==> config.mk <==
export PLATFORM = sky130hd
export DESIGN_NAME = fetch_unit_flat
export DESIGN_NICKNAME = d
export VERILOG_FILES = /design/src/rtl/fetch_pkg.sv /design/src/rtl/fetch_unit_if.sv /design/src/rtl/fetch_queue.sv /design/src/rtl/fetch_unit_chk.sv /design/src/rtl/fetch_unit.sv /design/src/flat_wrapper.sv
export SDC_FILE = /design/constraint.sdc
export NUM_CORES = 1
export LEC_CHECK = 0
export BUFFER_PORTS_ARGS = -buffer_cell sky130_fd_sc_hd__clkbuf_2
export CAP_MARGIN = 20
export CORE_MARGIN = 3
export CORE_UTILIZATION = 40
export CTS_CLUSTER_SIZE = 24
export DETAILED_ROUTE_END_ITERATION = 6
export HOLD_SLACK_MARGIN = 0.12
export PLACE_DENSITY = 0.65
export SLEW_MARGIN = 20
export SYNTH_ARGS = -nofsm -noshare
export SYNTH_HDL_FRONTEND = slang
export SYNTH_SLANG_ARGS = --single-unit
==> constraint.sdc <==
create_clock -name clk -period 2.7 [get_ports clk]
set_input_delay 0.675 -clock clk [delete_from_list [all_inputs] [get_ports clk]]
set_output_delay 0.675 -clock clk [all_outputs]
set_load 0.02 [all_outputs]
==> src/rtl/fetch_pkg.sv <==
// fetch_pkg: shared constants for the instruction fetch front end.
//   XLEN         - default instruction / address width
//   RESET_PC_DEF - default first fetch address after reset
//   PC_INC       - byte distance between sequential instruction words
package fetch_pkg;

   localparam int unsigned     XLEN         = 32'd32;
   localparam logic [XLEN-1:0] RESET_PC_DEF = 32'h0000_0000;
   localparam int unsigned     PC_INC       = 32'd4;

endpackage

==> src/rtl/fetch_unit_if.sv <==
// fetch_unit_if: bundles the imem request/response channel, the downstream
// instruction handshake and the redirect input of the fetch unit.
//   master : the fetch unit side (drives requests and instructions)
//   slave  : the environment side (imem, consumer, branch resolution)
interface fetch_unit_if
   import fetch_pkg::*;
#(
   parameter int DWIDTH = XLEN
);

   logic              imem_req_valid;
   logic              imem_req_ready;
   logic [DWIDTH-1:0] imem_req_addr;
   logic              imem_resp_valid;
   logic [DWIDTH-1:0] imem_resp_data;
   logic              instr_valid;
   logic              instr_ready;
   logic [DWIDTH-1:0] instr_data;
   logic [DWIDTH-1:0] instr_pc;
   logic              redirect_valid;
   logic [DWIDTH-1:0] redirect_pc;

   modport master (
      output imem_req_valid, imem_req_addr,
      input  imem_req_ready,
      input  imem_resp_valid, imem_resp_data,
      output instr_valid, instr_data, instr_pc,
      input  instr_ready,
      input  redirect_valid, redirect_pc
   );

   modport slave (
      input  imem_req_valid, imem_req_addr,
      output imem_req_ready,
      output imem_resp_valid, imem_resp_data,
      input  instr_valid, instr_data, instr_pc,
      output instr_ready,
      output redirect_valid, redirect_pc
   );

endinterface

==> src/rtl/fetch_queue.sv <==
// fetch_queue: synchronous FIFO of {instruction, pc} pairs with flush and a
// registered head, so a pushed entry becomes visible one cycle later.
//   clk, rst            - clock, asynchronous active-low reset
//   flush               - empty the queue (wins over push/pop)
//   push, push_data/pc  - write one entry (caller guarantees no overflow)
//   pop                 - consume the head; ignored while empty
//   count               - number of stored entries, head included
//   head_valid/data/pc  - registered head of the queue
module fetch_queue
   import fetch_pkg::*;
#(
   parameter int DWIDTH = XLEN,
   parameter int DEPTH  = 4
) (
   input  logic                       clk,
   input  logic                       rst,
   input  logic                       flush,
   input  logic                       push,
   input  logic [DWIDTH-1:0]          push_data,
   input  logic [DWIDTH-1:0]          push_pc,
   input  logic                       pop,
   output logic [$clog2(DEPTH):0]     count,
   output logic                       head_valid,
   output logic [DWIDTH-1:0]          head_data,
   output logic [DWIDTH-1:0]          head_pc
);

   localparam int PW = $clog2(DEPTH);
   localparam int CW = PW + 1;

   logic [DWIDTH-1:0] data_mem_r [DEPTH];
   logic [DWIDTH-1:0] pc_mem_r   [DEPTH];
   logic [PW-1:0]     rd_ptr_r;
   logic [PW-1:0]     wr_ptr_r;
   logic [CW-1:0]     count_r;
   logic              head_valid_r;
   logic [DWIDTH-1:0] head_data_r;
   logic [DWIDTH-1:0] head_pc_r;

   logic              do_pop_s;
   logic [PW-1:0]     rd_next_s;
   logic [CW-1:0]     count_next_s;
   logic              head_from_push_s;

   // Next-state pointer/count and head source selection.
   always_comb begin
      do_pop_s     = pop && head_valid_r;
      rd_next_s    = do_pop_s ? (rd_ptr_r + PW'(1)) : rd_ptr_r;
      count_next_s = count_r + CW'(push) - CW'(do_pop_s);
      // The pushed word becomes the head when nothing else remains in
      // front of it; the array write has not landed yet, so bypass it.
      head_from_push_s = push && ((count_r - CW'(do_pop_s)) == {CW{1'b0}});
   end

   // Storage, pointers and registered head.
   always_ff @(posedge clk or negedge rst) begin
      if (!rst) begin
         for (int i = 0; i < DEPTH; i++) begin
            data_mem_r[i] <= {DWIDTH{1'b0}};
            pc_mem_r[i]   <= {DWIDTH{1'b0}};
         end
         rd_ptr_r     <= {PW{1'b0}};
         wr_ptr_r     <= {PW{1'b0}};
         count_r      <= {CW{1'b0}};
         head_valid_r <= 1'b0;
         head_data_r  <= {DWIDTH{1'b0}};
         head_pc_r    <= {DWIDTH{1'b0}};
      end else if (flush) begin
         rd_ptr_r     <= {PW{1'b0}};
         wr_ptr_r     <= {PW{1'b0}};
         count_r      <= {CW{1'b0}};
         head_valid_r <= 1'b0;
      end else begin
         if (push) begin
            data_mem_r[wr_ptr_r] <= push_data;
            pc_mem_r[wr_ptr_r]   <= push_pc;
            wr_ptr_r             <= wr_ptr_r + PW'(1);
         end else begin
            wr_ptr_r <= wr_ptr_r;
         end
         rd_ptr_r     <= rd_next_s;
         count_r      <= count_next_s;
         head_valid_r <= (count_next_s != {CW{1'b0}});
         head_data_r  <= head_from_push_s ? push_data : data_mem_r[rd_next_s];
         head_pc_r    <= head_from_push_s ? push_pc   : pc_mem_r[rd_next_s];
      end
   end

   assign count      = count_r;
   assign head_valid = head_valid_r;
   assign head_data  = head_data_r;
   assign head_pc    = head_pc_r;

endmodule

==> src/rtl/fetch_unit_chk.sv <==
// fetch_unit_chk: protocol checks for the fetch unit's imem interface.
//   clk, rst   - clock, asynchronous active-low reset
//   resp_valid - imem response strobe
//   inflight   - outstanding request count inside the fetch unit
module fetch_unit_chk #(
   parameter int CW = 3
) (
   input logic          clk,
   input logic          rst,
   input logic          resp_valid,
   input logic [CW-1:0] inflight
);

   // Every response must match a previously accepted request.
   a_resp_has_request: assert property (
      @(posedge clk) disable iff (!rst) resp_valid |-> (inflight != {CW{1'b0}})
   );

endmodule

==> src/rtl/fetch_unit.sv <==
// fetch_unit: instruction fetch front end. Issues sequential word addresses to
// a pipelined imem, queues returned words with their PCs and hands them to the
// core over a valid/ready handshake. A redirect restarts the stream, flushing
// queued words and discarding responses still in flight.
//   clk - system clock, rising edge
//   rst - asynchronous active-low reset
//   bus - fetch_unit_if.master: imem request/response, instr out, redirect in
module fetch_unit
   import fetch_pkg::*;
#(
   parameter int                DWIDTH   = XLEN,
   parameter int                DEPTH    = 4,
   parameter logic [DWIDTH-1:0] RESET_PC = RESET_PC_DEF
) (
   input logic          clk,
   input logic          rst,
   fetch_unit_if.master bus
);

   localparam int                CW      = $clog2(DEPTH) + 1;
   localparam logic [CW:0]       DEPTH_W = (CW + 1)'(DEPTH);
   localparam logic [DWIDTH-1:0] PC_STEP = DWIDTH'(PC_INC);

   logic [DWIDTH-1:0] fetch_pc_r;
   logic [DWIDTH-1:0] resp_pc_r;
   logic [CW-1:0]     inflight_r;
   logic [CW-1:0]     drop_cnt_r;

   logic [CW-1:0]     q_count_s;
   logic [CW:0]       credit_sum_s;
   logic              req_valid_s;
   logic              accept_s;
   logic              resp_ok_s;
   logic              push_s;
   logic [CW-1:0]     inflight_next_s;
   logic [DWIDTH-1:0] redirect_target_s;

   // Credit check, handshake qualification and in-flight accounting.
   always_comb begin
      credit_sum_s = {1'b0, q_count_s} + {1'b0, inflight_r};
      // Gated by rst so the request drops the moment reset asserts.
      req_valid_s  = rst && !bus.redirect_valid && (credit_sum_s < DEPTH_W);
      accept_s     = req_valid_s && bus.imem_req_ready;
      // A response with nothing outstanding is ignored.
      resp_ok_s    = bus.imem_resp_valid && (inflight_r != {CW{1'b0}});
      // Stale responses are dropped, including one arriving with a redirect.
      push_s       = resp_ok_s && (drop_cnt_r == {CW{1'b0}}) && !bus.redirect_valid;
      inflight_next_s   = inflight_r + CW'(accept_s) - CW'(resp_ok_s);
      redirect_target_s = {bus.redirect_pc[DWIDTH-1:2], 2'b00};
   end

   // Fetch/response PCs, in-flight and drop counters; redirect has priority.
   always_ff @(posedge clk or negedge rst) begin
      if (!rst) begin
         fetch_pc_r <= RESET_PC;
         resp_pc_r  <= RESET_PC;
         inflight_r <= {CW{1'b0}};
         drop_cnt_r <= {CW{1'b0}};
      end else begin
         inflight_r <= inflight_next_s;
         if (bus.redirect_valid) begin
            fetch_pc_r <= redirect_target_s;
            resp_pc_r  <= redirect_target_s;
            // Everything still outstanding after this cycle is stale.
            drop_cnt_r <= inflight_next_s;
         end else begin
            fetch_pc_r <= accept_s ? (fetch_pc_r + PC_STEP) : fetch_pc_r;
            if (resp_ok_s && (drop_cnt_r != {CW{1'b0}})) begin
               drop_cnt_r <= drop_cnt_r - CW'(1);
               resp_pc_r  <= resp_pc_r;
            end else if (resp_ok_s) begin
               drop_cnt_r <= drop_cnt_r;
               resp_pc_r  <= resp_pc_r + PC_STEP;
            end else begin
               drop_cnt_r <= drop_cnt_r;
               resp_pc_r  <= resp_pc_r;
            end
         end
      end
   end

   assign bus.imem_req_valid = req_valid_s;
   assign bus.imem_req_addr  = fetch_pc_r;

   fetch_queue #(
      .DWIDTH (DWIDTH),
      .DEPTH  (DEPTH)
   ) u_queue (
      .clk        (clk),
      .rst        (rst),
      .flush      (bus.redirect_valid),
      .push       (push_s),
      .push_data  (bus.imem_resp_data),
      .push_pc    (resp_pc_r),
      .pop        (bus.instr_ready),
      .count      (q_count_s),
      .head_valid (bus.instr_valid),
      .head_data  (bus.instr_data),
      .head_pc    (bus.instr_pc)
   );

   fetch_unit_chk #(
      .CW (CW)
   ) u_chk (
      .clk        (clk),
      .rst        (rst),
      .resp_valid (bus.imem_resp_valid),
      .inflight   (inflight_r)
   );

endmodule

==> src/flat_wrapper.sv <==
// flat-port wrapper written by rule: the top's interface ports become plain ports
module fetch_unit_flat import fetch_pkg::*;
#(
   parameter int                DWIDTH   = XLEN,
   parameter int                DEPTH    = 4,
   parameter logic [DWIDTH-1:0] RESET_PC = RESET_PC_DEF
)
  (clk, rst, bus_imem_req_valid, bus_imem_req_addr, bus_imem_req_ready, bus_imem_resp_valid, bus_imem_resp_data, bus_instr_valid, bus_instr_data, bus_instr_pc, bus_instr_ready, bus_redirect_valid, bus_redirect_pc);
  fetch_unit_if #(.DWIDTH(DWIDTH)) bus_i ();
  input logic clk;
  input logic rst;
  output wire logic [$bits(bus_i.imem_req_valid)-1:0] bus_imem_req_valid;
  output wire logic [$bits(bus_i.imem_req_addr)-1:0] bus_imem_req_addr;
  input wire logic [$bits(bus_i.imem_req_ready)-1:0] bus_imem_req_ready;
  input wire logic [$bits(bus_i.imem_resp_valid)-1:0] bus_imem_resp_valid;
  input wire logic [$bits(bus_i.imem_resp_data)-1:0] bus_imem_resp_data;
  output wire logic [$bits(bus_i.instr_valid)-1:0] bus_instr_valid;
  output wire logic [$bits(bus_i.instr_data)-1:0] bus_instr_data;
  output wire logic [$bits(bus_i.instr_pc)-1:0] bus_instr_pc;
  input wire logic [$bits(bus_i.instr_ready)-1:0] bus_instr_ready;
  input wire logic [$bits(bus_i.redirect_valid)-1:0] bus_redirect_valid;
  input wire logic [$bits(bus_i.redirect_pc)-1:0] bus_redirect_pc;
  assign bus_imem_req_valid = bus_i.imem_req_valid;
  assign bus_imem_req_addr = bus_i.imem_req_addr;
  assign bus_i.imem_req_ready = bus_imem_req_ready;
  assign bus_i.imem_resp_valid = bus_imem_resp_valid;
  assign bus_i.imem_resp_data = bus_imem_resp_data;
  assign bus_instr_valid = bus_i.instr_valid;
  assign bus_instr_data = bus_i.instr_data;
  assign bus_instr_pc = bus_i.instr_pc;
  assign bus_i.instr_ready = bus_instr_ready;
  assign bus_i.redirect_valid = bus_redirect_valid;
  assign bus_i.redirect_pc = bus_redirect_pc;
  fetch_unit #(.DWIDTH(DWIDTH), .DEPTH(DEPTH), .RESET_PC(RESET_PC)) u_core (.clk(clk), .rst(rst), .bus(bus_i));
endmodule
==> results.md <==
- The leakage power of the design is 0.0103 uW.
- Once the floorplan was initialized, standard cells occupied around two fifths of the core.
- Including well taps, the total number of placed cells is around 2,500.
- The wire length per cell after detailed routing is ~22 um.
- For the worst setup path, the data required time is 2.03 ns.
- Of the total power, the share spent switching nets is about a third.
- The clock network accounts for between 20% and 30% of the total power.
- The initial antenna violation count is 2.
- The top cell type by area accounts for between 40 and 50% of the synthesized area.
- The fraction of synthesis flops using an asynchronous set or reset pin is between 90% and 100%.
- The pre-antenna-repair detailed-routing pass consisted of 5 iterations.
- The die width is 233 um.
- The cell internal power dissipation is between 10,000 and 15,000 uW.
- A synthesized cell averages 11.4 sq um.
- The count of endpoints failing hold in the final timing report came to 0.
- For the worst setup path, the data arrival time is roughly 1.9 ns.
- Timing would allow up to between 300 and 400 MHz.
- The class of the tightest hold or removal check is input port to register.
- The count of cells in the finished layout, fillers not included, comes to around 2,600.
- The final number of max-transition violations came to 0.
- After detailed routing, the number of vias per cell comes to between 5 and 6.
- The routed layout has roughly 16,000 vias.
- After routing the design area is around 24,000 sq um.
- The share of the Yosys chip area taken by registers is about 47%.
- The clock sink count is about 380.
- By area the synthesized netlist is led by sky130_fd_sc_hd__dfrtp_1 47%, sky130_fd_sc_hd__mux2_2 12%, sky130_fd_sc_hd__mux2_1 5.4%.
- After layout, the minimum clock period comes to between 2 and 3 ns.
- Summed over all nets, the half-perimeter wirelength after detailed placement is 34,500 um.
- The largest vdd supply drop is ~0.00056 V.
- The count of synthesis-stage warnings from yosys is 0.
- The total die area is 54,200 sq um.
- Synthesis instantiated 64 different standard cells from the library.
- The cell area that synthesis handed to floorplanning was 20,600 sq um.
- The type of the worst setup path is register to output pin.
- Compared with the post-synthesis result, the final layout area differs by 16.1%.
- STA classifies the critical path endpoint as an output pin.
- The total global routing overflow is 0.
- The share of the clock period used by the worst path after layout is a little over nine tenths.
- Port buffering added ~160 buffers.
- For this run, the leading register cell type out of synthesis is sky130_fd_sc_hd__dfrtp_1.
- The largest total area in the synthesized netlist belongs to sky130_fd_sc_hd__dfrtp_1.
- The number of register bits inferred by synthesis is 384.
- In this run the standard cell core region covers roughly 50,000 sq um.
- In this run the core area contains slightly above 80 standard-cell rows.
- For the pin with the worst max-slew slack, the measured transition is just over 0.9 ns.
- After clock tree synthesis, the clock-pin slew on the worst setup and hold paths is approximately 0.06 ns.
- In this run the tightest slew margin relative to its limit is 39.2%.
- The register area is roughly 9600 sq um.
- At the end of the flow, the number of nets in the layout was 1,988.
- The number of remaining DRC errors is 0.
- The worst clock skew is between 0.02 and 0.03 ns.
- Setup violations remaining at the end of the flow were counted as 0.
- The total length of routed wires is approximately 57,000 um.
- The filler cells instantiated in the layout total ~4,500.
- After routing, the total negative slack on setup checks comes to 0 ns.
- The die is 233 um tall.
- Entering global routing, the biggest net connects 140 pins.
- The element type at the critical path start is a register.
- The via count of the first global-routing pass is around 16,000.
- The largest driver fanout on the critical path is 4.
- The deepest level of the CTS H-tree is 2.
- Across the run, the number of max-cap violations was 0.
- Power spread over the standard cell area amounts to 958 nW/um^2.
- Across all hold checks on the routed design, the worst slack comes to approximately 0.35 ns.
- The final weighted congestion in routability-driven placement is between 0.8 and 0.9.
- The cell with the most instances after synthesis is sky130_fd_sc_hd__dfrtp_1.
- The clock reaches the later pin of the worst-skew pair after 0.58 ns.
- The wire length of the first global-routing pass is between 80,000 and 90,000 um.
- Global routing consumed, over all layers together, 20.7% of the routing resources.
- In this run, CTS created clock tree buffers numbering 42.
- The placed instances occupy a cell area of approximately 22,000 sq um.
- After technology mapping, the gate count stands at around 1,800.
- Summing all multi-input logic gate instances after layout gives around 10,000 sq um.
- The post-route netlist has a little over a third of its cells at a drive strength greater than 1.
- The worst-case clock buffer depth is 3.
- In this run the remaining antenna-violating nets after routing total 0.
- The root cell of the clock tree is sky130_fd_sc_hd__clkbuf_16.
- The number of DRC markers after the initial detailed-route iteration is 980.
- The run finished with clean final reports.
- The synthesized design contains 0 enable-type register cells.
- In this run the power spent charging and discharging nets is between 7000 and 8000 uW.
- 168 I/O pins were placed.
- TritonCTS built the clock tree.
- The share of power burned in registers is about 38%.
- The part of the total power dissipated in combinational logic is roughly a third.
- Sorting the synthesized cells by how often they occur yields 384 x sky130_fd_sc_hd__dfrtp_1, 221 x sky130_fd_sc_hd__mux2_2, 145 x sky130_fd_sc_hd__o21ai_0.
==> per-layer routing <==
layer  GRT usage, %  routed length (um)  vias to the layer above
met4           8.14                1720                        2
met1           26.6               23900                     8024
met5              0                  13                        -
met3           3.75                3020                      103
met2           34.8               27900                      462
li1               -                   -                     6963
==> layout by cell type, fill, tap and decap left out, types with 22 or more instances in the layout <==
master,instances
sky130_fd_sc_hd__dfrtp_1,380
sky130_fd_sc_hd__mux2_2,221
sky130_fd_sc_hd__clkbuf_2,158
sky130_fd_sc_hd__o21ai_0,145
sky130_fd_sc_hd__mux2_1,99
sky130_fd_sc_hd__nand3_1,92
sky130_fd_sc_hd__nor3_1,72
sky130_fd_sc_hd__nand2_1,63
sky130_fd_sc_hd__o221ai_1,62
sky130_fd_sc_hd__nor3b_1,62
sky130_fd_sc_hd__o22ai_1,61
sky130_fd_sc_hd__a21oi_2,60
sky130_fd_sc_hd__a2bb2oi_2,60
sky130_fd_sc_hd__clkbuf_16,42
sky130_fd_sc_hd__buf_4,34
sky130_fd_sc_hd__buf_12,27
sky130_fd_sc_hd__xor2_1,24
sky130_fd_sc_hd__nand4_1,23
sky130_fd_sc_hd__nor2_1,22
==> power by group through the flow <==
| stage | registers (uW) | clock network, uW | logic (uW) |
|---|---|---|---|
| after CTS | 8650 | 6760 | 7600 |
| after global routing | 8870 | 6960 | 8320 |
| after global placement | 8650 | 0 | 7260 |
| final | 8670 | 6610 | 7610 |
| after detailed placement | 8760 | 0 | 7500 |
| after floorplan | 8900 | 0 | 4880 |
==> path summary, 6_finish.rpt <==
kind                                                   from                        endpoint  slack (ns)  depth (start not counted)
worst max-delay path                u_core.u_queue.count[1]              bus_imem_req_valid        0.10                          4
worst min-delay path                    bus_redirect_pc[20]    u_core.bus.imem_req_addr[20]        0.35                          3
worst max register to register         u_core.drop_cnt_r[0]       u_core.u_queue.head_valid        0.15                         14
worst min register to register  u_core.u_queue.pc_mem_r[26]     u_core.u_queue.pc_mem_r[26]        0.48                          1
max in group asynchronous                               rst     u_core.bus.imem_req_addr[8]        1.02                          4
min in group asynchronous                               rst  u_core.u_queue.data_mem_r[102]        0.67                          3
==> worst max-delay path: stages (launching register included) <==
cell                       delay [ns]
sky130_fd_sc_hd__dfrtp_2         0.45
sky130_fd_sc_hd__ha_1            0.25
sky130_fd_sc_hd__nor4b_4         0.29
sky130_fd_sc_hd__and3_1          0.20
sky130_fd_sc_hd__clkbuf_4        0.17
==> area by class of cell <==
cell class	count	area share, %
Antenna cell	1	0.0105
Clock buffer	59	5.21
Clock inverter	18	1.52
Inverter	21	0.351
Multi-Input combinational cell	1229	42.3
Sequential cell	384	40.3
Tap cell	672	3.52
Timing Repair Buffer	223	6.82
==> sequential cells by signal, indices dropped and copies added, names as in the netlist, 3 cells and up <==
name	count
u_core.bus.imem_req_addr	30
u_core.drop_cnt_r	3
u_core.inflight_r	3
u_core.resp_pc_r	30
u_core.u_queue.count	3
u_core.u_queue.data_mem_r	128
u_core.u_queue.head_data	32
u_core.u_queue.head_pc	30
u_core.u_queue.pc_mem_r	120
==> repair_timing <==
item	in CTS	in global routing
buffers inserted	1	3
hold endpoints to repair	1	0
hold buffers	1	0
resized for setup	4	7
endpoints found under the setup margin	1	3
pin swaps	1	5
==> per-stage QoR <==
stage | utilization [%] | total power, uW | worst slack [ns]
after detailed placement | 44.0 | 16300 | 0.0341
after global routing | 47.3 | 24100 | -0.00656
final | 47.3 | 22900 | 0.104
after global placement | 44.0 | 15900 | 0.0788
after floorplan | - | 13800 | 0.0298
after CTS | 47.2 | 23000 | 0.00310
==> cell families (layout without fill, tap and decap cells) <==
kind of cell / after synthesis / after routing / share of synthesized area [%]
AO/OA/AOI/OAI: 445 / 445 / 16.9
XOR/XNOR: 45 / 45 / 1.92
adder cells (fa/ha/maj): 17 / 17 / 1.11
buffers and inverters: 195 / 321 / 4.45
flip-flops: 384 / 384 / 46.7
multiplexers: 324 / 324 / 17.7
other: 1 / 5 / 0.0182
AND/OR/NAND/NOR: 394 / 394 / 11.2
Note: power is estimated with default switching activity, not from simulation.
